$ cat src/rtl/program_loader.sv
// Framed byte-stream loader for the CPU instruction RAM: length, N 4-byte words, XOR checksum.
// Holds the CPU core in reset until a complete frame has been written and verified.
module program_loader #(
    parameter int ADDR_WIDTH  = 16,
    parameter int INSTR_WIDTH = 28,
    parameter int DEPTH       = 256
) (
    input  logic                   Clock,
    input  logic                   Reset,
    input  logic                   iStart,
    input  logic [7:0]             iRxData,
    input  logic                   iRxValid,
    output logic                   oRxReady,
    output logic                   oWriteEnable,
    output logic [ADDR_WIDTH-1:0]  oWriteAddress,
    output logic [INSTR_WIDTH-1:0] oInstruction,
    output logic                   oCpuReset,
    output logic                   oBusy,
    output logic                   oDone,
    output logic                   oError
);

    localparam int CNT_W = ADDR_WIDTH + 1;
    localparam int TOP_W = INSTR_WIDTH - 24;
    localparam logic [16:0] DEPTH_L = 17'(DEPTH);

    typedef enum logic [3:0] {
        S_IDLE, S_LEN_LO, S_LEN_HI, S_B0, S_B1, S_B2, S_B3,
        S_WRITE, S_CHECK, S_DONE, S_ERR
    } state_t;

    state_t                 state_q, state_d;
    logic [15:0]            len_q, len_d;
    logic [CNT_W-1:0]       count_q, count_d;
    logic [7:0]             chk_q, chk_d;
    logic                   fmt_q, fmt_d;
    logic [INSTR_WIDTH-1:0] instr_q, instr_d;
    logic [ADDR_WIDTH-1:0]  addr_q, addr_d;

    logic             byte_fire;
    logic [15:0]      n_rx;
    logic [CNT_W-1:0] count_inc;

    always_comb begin
        oRxReady = 1'b0;
        case (state_q)
            S_LEN_LO, S_LEN_HI, S_B0, S_B1, S_B2, S_B3, S_CHECK: oRxReady = 1'b1;
            default: oRxReady = 1'b0;
        endcase
    end

    assign byte_fire = iRxValid && oRxReady;
    assign n_rx      = {iRxData, len_q[7:0]};
    assign count_inc = count_q + CNT_W'(1);

    // NOTE: every variable gets a default before the case so no path leaves one unassigned (no latches).
    always_comb begin
        state_d = state_q;
        len_d   = len_q;
        count_d = count_q;
        chk_d   = chk_q;
        fmt_d   = fmt_q;
        instr_d = instr_q;

        case (state_q)
            S_IDLE, S_DONE, S_ERR: begin
                if (iStart) begin
                    state_d = S_LEN_LO;
                    count_d = '0;
                    chk_d   = '0;
                    fmt_d   = 1'b0;
                end
            end
            S_LEN_LO: begin
                if (byte_fire) begin
                    len_d[7:0] = iRxData;
                    chk_d      = chk_q ^ iRxData;
                    state_d    = S_LEN_HI;
                end
            end
            S_LEN_HI: begin
                if (byte_fire) begin
                    len_d[15:8] = iRxData;
                    chk_d       = chk_q ^ iRxData;
                    if ({1'b0, n_rx} > DEPTH_L) begin
                        state_d = S_ERR;
                    end else if (n_rx == 16'd0) begin
                        state_d = S_CHECK;
                    end else begin
                        state_d = S_B0;
                    end
                end
            end
            S_B0: begin
                if (byte_fire) begin
                    instr_d[7:0] = iRxData;
                    chk_d        = chk_q ^ iRxData;
                    state_d      = S_B1;
                end
            end
            S_B1: begin
                if (byte_fire) begin
                    instr_d[15:8] = iRxData;
                    chk_d         = chk_q ^ iRxData;
                    state_d       = S_B2;
                end
            end
            S_B2: begin
                if (byte_fire) begin
                    instr_d[23:16] = iRxData;
                    chk_d          = chk_q ^ iRxData;
                    state_d        = S_B3;
                end
            end
            S_B3: begin
                if (byte_fire) begin
                    instr_d[INSTR_WIDTH-1:24] = iRxData[TOP_W-1:0];
                    chk_d                     = chk_q ^ iRxData;
                    // Bits above the instruction width must be zero; remember any violation.
                    if (iRxData[7:TOP_W] != '0) fmt_d = 1'b1;
                    state_d = S_WRITE;
                end
            end
            S_WRITE: begin
                count_d = count_inc;
                state_d = (count_inc == CNT_W'(len_q)) ? S_CHECK : S_B0;
            end
            S_CHECK: begin
                if (byte_fire) begin
                    state_d = (iRxData == chk_q && !fmt_q) ? S_DONE : S_ERR;
                end
            end
            default: state_d = S_IDLE;
        endcase

        // Address register follows the counter, so it only moves after the WRITE cycle.
        addr_d = count_d[ADDR_WIDTH-1:0];
    end

    // NOTE: sequential state uses non-blocking assignments so all flops update together on the edge.
    always_ff @(posedge Clock or negedge Reset) begin
        if (!Reset) begin
            state_q <= S_IDLE;
            len_q   <= '0;
            count_q <= '0;
            chk_q   <= '0;
            fmt_q   <= 1'b0;
            instr_q <= '0;
            addr_q  <= '0;
        end else begin
            state_q <= state_d;
            len_q   <= len_d;
            count_q <= count_d;
            chk_q   <= chk_d;
            fmt_q   <= fmt_d;
            instr_q <= instr_d;
            addr_q  <= addr_d;
        end
    end

    assign oWriteEnable  = (state_q == S_WRITE);
    assign oWriteAddress = addr_q;
    assign oInstruction  = instr_q;
    assign oDone         = (state_q == S_DONE);
    assign oError        = (state_q == S_ERR);
    assign oCpuReset     = (state_q != S_DONE);
    assign oBusy         = (state_q != S_IDLE) && (state_q != S_DONE) && (state_q != S_ERR);

endmodule

$ cat config.mk
export PLATFORM = sky130hd
export DESIGN_NAME = program_loader
export DESIGN_NICKNAME = d
export VERILOG_FILES = /design/src/rtl/program_loader.sv
export SDC_FILE = /design/constraint.sdc
export NUM_CORES = 1
export LEC_CHECK = 0
export ABC_CLOCK_PERIOD_IN_PS = 3200
export CAP_MARGIN = 20
export CORE_MARGIN = 8
export CORE_UTILIZATION = 40
export CTS_CLUSTER_DIAMETER = 200
export CTS_CLUSTER_SIZE = 25
export DETAILED_ROUTE_END_ITERATION = 16
export PLACE_DENSITY = 0.64
export SLEW_MARGIN = 10
export SYNTH_ARGS = -nofsm -noshare
export SYNTH_HDL_FRONTEND = slang
export SYNTH_SLANG_ARGS = --single-unit
$ cat constraint.sdc
create_clock -name Clock -period 3.2 [get_ports Clock]
set_input_delay 0.64 -clock Clock [delete_from_list [all_inputs] [get_ports Clock]]
set_output_delay 0.64 -clock Clock [all_outputs]
set_load 0.05 [all_outputs]
# After elaboration in Yosys (flattened, before gate mapping)

Cells that the tools add are included.

Register bits after elaboration: 74
Input bits: 12
Output and inout bits: 50

$add $sub $neg: 1
Order comparisons: 1
Equal/unequal tests: 24
Muxes and demuxes: 23
Bitwise operators: 1
Reduce and logical (&&, ||, !) cells: 25

Operators with widths:

| kind                  | number |
|---|---|
| $mux 4                | 11 |
| $pmux 4 s9            | 1 |
| $pmux 17 s2           | 1 |
| $ne 2x2->1 const B    | 9 |
| $add 17x1->17 const B | 1 |
| $eq 17x16->1          | 1 |
| $mux 17               | 1 |
| $eq 4x3->1 const B    | 4 |
| $gt 16x9->1 const B   | 1 |
| $logic_not 16->1      | 1 |
| $mux 8                | 2 |
| $pmux 8 s2            | 1 |
| $reduce_and 2->1      | 7 |
| $eq 4x4->1 const B    | 3 |
| $eq 4x2->1 const B    | 2 |
| $eq 8x8->1            | 1 |
| $ne 4x4->1 const B    | 2 |
| $reduce_and 8->1      | 1 |
| $reduce_bool 4->1     | 2 |
| $xor 8x8->8           | 1 |
| $reduce_or 7->1       | 1 |
| $reduce_bool 2->1     | 3 |
| $reduce_or 6->1       | 1 |
| $eq 4x1->1 const B    | 1 |
| other kinds (10)      | 16 |

# Depth between registers and ports, before layout

Depth after elaboration: 6
Gate-level depth with buffers: 9

# Worst setup path before layout

No wires, ideal clock.

Kind: register to register
Start: reg count_q[0]
End: reg state_q[1]
Setup time: 0.142 ns
Arrival: 2.171 ns
Path slack: 0.887 ns
Cell stages (with the launch flop): 9
Buffers on the path: 0
Period minus slack after synthesis: 2.313 ns
Path through: dfrtp_1 > ha_1 > nand3_2 > nor4_4 > and3_1 > xnor2_1 > nand3_1 > nor4_4 > o221ai_1

Longest elaborated chain between the ends: 4

RTL lines:

| element                  | RTL line | source |
|---|---|---|
| start: declaration       | 34       | `logic [CNT_W-1:0] count_q, count_d;` |
| start signal: assignment | 153      | `count_q <= count_d;` |
| $add 17x1->17            | 54       | `assign count_inc = count_q + CNT_W'(1);` |
| $eq 17x16->1             | 126      | `state_d = (count_inc == CNT_W'(len_q)) ? S_CHECK : S_B0;` |
| $mux 4                   | 126      |  |
| $pmux 4 s9               | 65       | `case (state_q)` |
| end signal: assignment   | 151      | `state_q <= state_d;` |
| end: declaration         | 32       | `state_t state_q, state_d;` |

No other way between the ends.
A chain may end at the register's enable or synchronous reset.

# Worst setup path after layout

Start: reg state_q[3]
End: out oBusy

Longest elaborated chain between the ends: 3

RTL lines:

| element                                         | RTL line | source |
|---|---|---|
| $ne 4x4->1 or $reduce_bool 4->1 (tied branches) | 167      | `assign oBusy = (state_q != S_IDLE) && (state_q != S_DONE) && (state_q != S_ERR);` |
| $logic_and 1x1->1                               | 167      |  |
| $logic_and 1x1->1 (*)                           | 167      |  |
| end: declaration                                | 18       | `output logic oBusy,` |

Every way passes the cells marked *; elsewhere a longest branch is shown, timed or not.

==> flow_metrics.env <==
export IMPL_status="finished clean"
export IMPL_p_leak_nw=2.15
export IMPL_async_flop_share_pct=100
export IMPL_cts_inserted_buffers=9
export IMPL_io_buffers=61
export IMPL_skew_ns=0.00567
export IMPL_grt_start_max_net_pins=75
export IMPL_rsz0062_at_grt="no"
export IMPL_cts_tree="yes"
export IMPL_period_share_pct=96.4
export IMPL_die_w_um=119
export IMPL_grt_pass1_wl_um=17700
export IMPL_min_path_type="in -> async"
export IMPL_setup_violations=0
export IMPL_num_fill_cells=959
export IMPL_ys_types=62
export IMPL_final_util_pct=49.6
export IMPL_avgViaCountPerCell=5.41
export IMPL_grt_use_total_pct=15.4
export IMPL_antenna_found_initial=0
export IMPL_layout_cells_most_common_list="dfrtp_1 (74), clkdlybuf4s50_1 (59), o21ai_0 (52)"
export IMPL_root_buffer="clkbuf_8"
export IMPL_synthToLayoutAreaGrowth_pct=20.7
export IMPL_cp_max_fo=16
export IMPL_multiInputGateArea_mm2=0.00207
export IMPL_wl_per_cell_um=17.0
export IMPL_critPathArrivalTime_ns=2.45
export IMPL_synth_sequential_area_ratio_pct=43.8
export IMPL_rows=37
export IMPL_place_ws_ns=0.209
export IMPL_syn_area_per_cell_um2=9.62
export IMPL_vias=3377
export IMPL_finalWirelength_um=10600
export IMPL_max_freq_mhz=324
export IMPL_ys_ff_latch=74
export IMPL_drcViolationCount=0
export IMPL_powerDensity_mw_per_mm2=941
export IMPL_ir_worst_vdd_mv=0.612
export IMPL_place_congestion=0.846
export IMPL_reg2reg_to="state_q[1]$_DFFE_PN0P_"
export IMPL_drv_slew=0
export IMPL_intPower_w=0.00267
export IMPL_critPathLaunchType="flop"
export IMPL_mostFrequentLayoutCell="dfrtp_1"
export IMPL_nNetsFinal=496
export IMPL_path_clk_slew_ns=0.08
export IMPL_synth_edf_count=0
export IMPL_tns_ns=0
export IMPL_coreArea_mm2=0.0103
export IMPL_pwr_share_clk_pct=17.1
export IMPL_sw_frac_of_total_pct=44.4
export IMPL_fin_crit_ns=3.09
export IMPL_start_util_pct=41.1
export IMPL_place_hpwl_um=7670
export IMPL_clk_path_buf_depth=2
export IMPL_relSlewSlack_pct=37.5
export IMPL_syn_area_mm2=0.00422
export IMPL_p_seq_share_pct=33.4
export IMPL_worstPathRequired_ns=2.56
export IMPL_grt_overflow=0
export IMPL_p_comb_share_pct=49.6
export IMPL_worst_pin_slew_ns=0.937
export IMPL_cts_resized=0
export IMPL_grt_pass1_vias=3438
export IMPL_setup_ws_ns=0.114
export IMPL_hold_buffers=0
export IMPL_ys_flop_type="dfrtp_1"
export IMPL_drtIter0Drc=242
export IMPL_drive_gt1_share_pct=18.9
export IMPL_timing_rr_start="count_q[0]$_DFFE_PN0P_"
export IMPL_synth_cells=439
export IMPL_clock_sinks=74
export IMPL_synth_fp_nets=452
export IMPL_yosys_warnings=0
export IMPL_antenna_cells=0
export IMPL_die_h_um=119
export IMPL_postRouteAntennaNets=0
export IMPL_path_class="reg -> out"
export IMPL_cts_max_level=3
export IMPL_ioPinCount=62
export IMPL_worstSetupEndpointType="primary output"
export IMPL_rrSetupSlack_ns=0.53
export IMPL_p_switching_w=0.00213
export IMPL_regArea_mm2=0.00185
export IMPL_finalHoldViolCount=0
export IMPL_reg2reg_depth=9
export IMPL_dieArea_mm2=0.0141
export IMPL_insertion_delay_ns=0.34
export IMPL_cap_violations=0
export IMPL_post_cts_setup_buffers=0
export IMPL_first_pass_iters=4
==> state kept, by name, summed over array words and instances (netlist names) <==
signal,cells
state_q,4
count_q,17
oInstruction,28
chk_q,8
fmt_q,1
len_q,16
==> layer usage <==
metal / track usage [%] / part of all wire (%) / vias to the layer above
met3: 5.14 / 6.4 / 6
met5: 0 / 0 / -
met1: 18.7 / 43 / 1673
met2: 25.8 / 49 / 76
li1: - / - / 1622
met4: 4.03 / 0.78 / 0
==> power by group through the flow <==
stage	clock (W)	combinational, W	sequential, W
6_report	0.000818	0.00238	0.00160
5_1_grt	0.000885	0.00256	0.00166
4_1_cts	0.000844	0.00240	0.00160
3_5_place_dp	0	0.00239	0.00161
3_3_place_gp	0	0.00236	0.00160
2_1_floorplan	0	0.00127	0.00201
==> synth_stat cells, types with 4 or more instances <==
library cell / instances / share of area, %
o21ai_0: 52 / 6.2
o22ai_1: 6 / 0.89
nor2b_1: 4 / 0.59
nand4_1: 4 / 0.59
nor3_1: 4 / 0.47
or3_1: 4 / 0.59
and3_1: 5 / 0.74
dfrtp_1: 74 / 44
nand3_1: 6 / 0.71
mux2_2: 41 / 11
inv_1: 17 / 1.5
clkbuf_1: 18 / 1.6
nand2_1: 36 / 3.2
a21o_1: 5 / 0.89
xor2_1: 6 / 1.2
nor2_1: 35 / 3.1
xnor2_1: 13 / 2.7
nand2b_1: 10 / 1.5
buf_4: 19 / 3.4
a21oi_1: 13 / 1.5
==> how the worst max path moves through the flow <==
stage / from / end / slack (ns)
global placement: iRxData[4] / state_q[0]$_DFFE_PN0P_ / 0.32
detailed placement: iRxData[4] / state_q[0]$_DFFE_PN0P_ / 0.21
global route: state_q[3]$_DFFE_PN0P_ / oBusy / 0.02
floorplan: count_q[0]$_DFFE_PN0P_ / state_q[1]$_DFFE_PN0P_ / 0.89
finish: state_q[3]$_DFFE_PN0P_ / oBusy / 0.11
CTS: state_q[3]$_DFFE_PN0P_ / oBusy / 0.09
==> through the flow <==
stage	cells	hold WS [ns]	instance area (µm²)	total power, W
global placement	608	0.483	4880	0.00396
global route	624	0.502	5100	0.00511
floorplan	439	0.344	4220	0.00328
finish	624	0.406	5100	0.00480
detailed placement	608	0.486	4880	0.00400
CTS	624	0.453	5100	0.00484
==> kinds of logic after synthesis <==
logic type      after synthesis  share of synthesized area, %
fa+ha+maj                     2                         0.533
mux                          43                          11.4
xor+xnor                     19                          3.94
compound gates              100                          14.3
flops                        74                          43.8
simple gates                142                          18.8
buf+inv                      59                          7.23
==> final cells by class <==
cell class | instances | share of cell area (%)
Timing Repair Buffer | 75 | 14.2
Clock inverter | 7 | 1.94
Clock buffer | 9 | 2.43
Tap cell | 136 | 3.34
Sequential cell | 74 | 36.3
Inverter | 17 | 1.25
Multi-Input combinational cell | 306 | 40.5
==> worst max-delay path, stage by stage (launching register included) <==
cell and delay [ns]:
dfrtp_1 0.57, nor2b_1 0.25, or3_1 0.37, a21o_1 0.21, clkdlybuf4s50_1 0.70
Note: power is estimated with default switching activity, not from simulation.
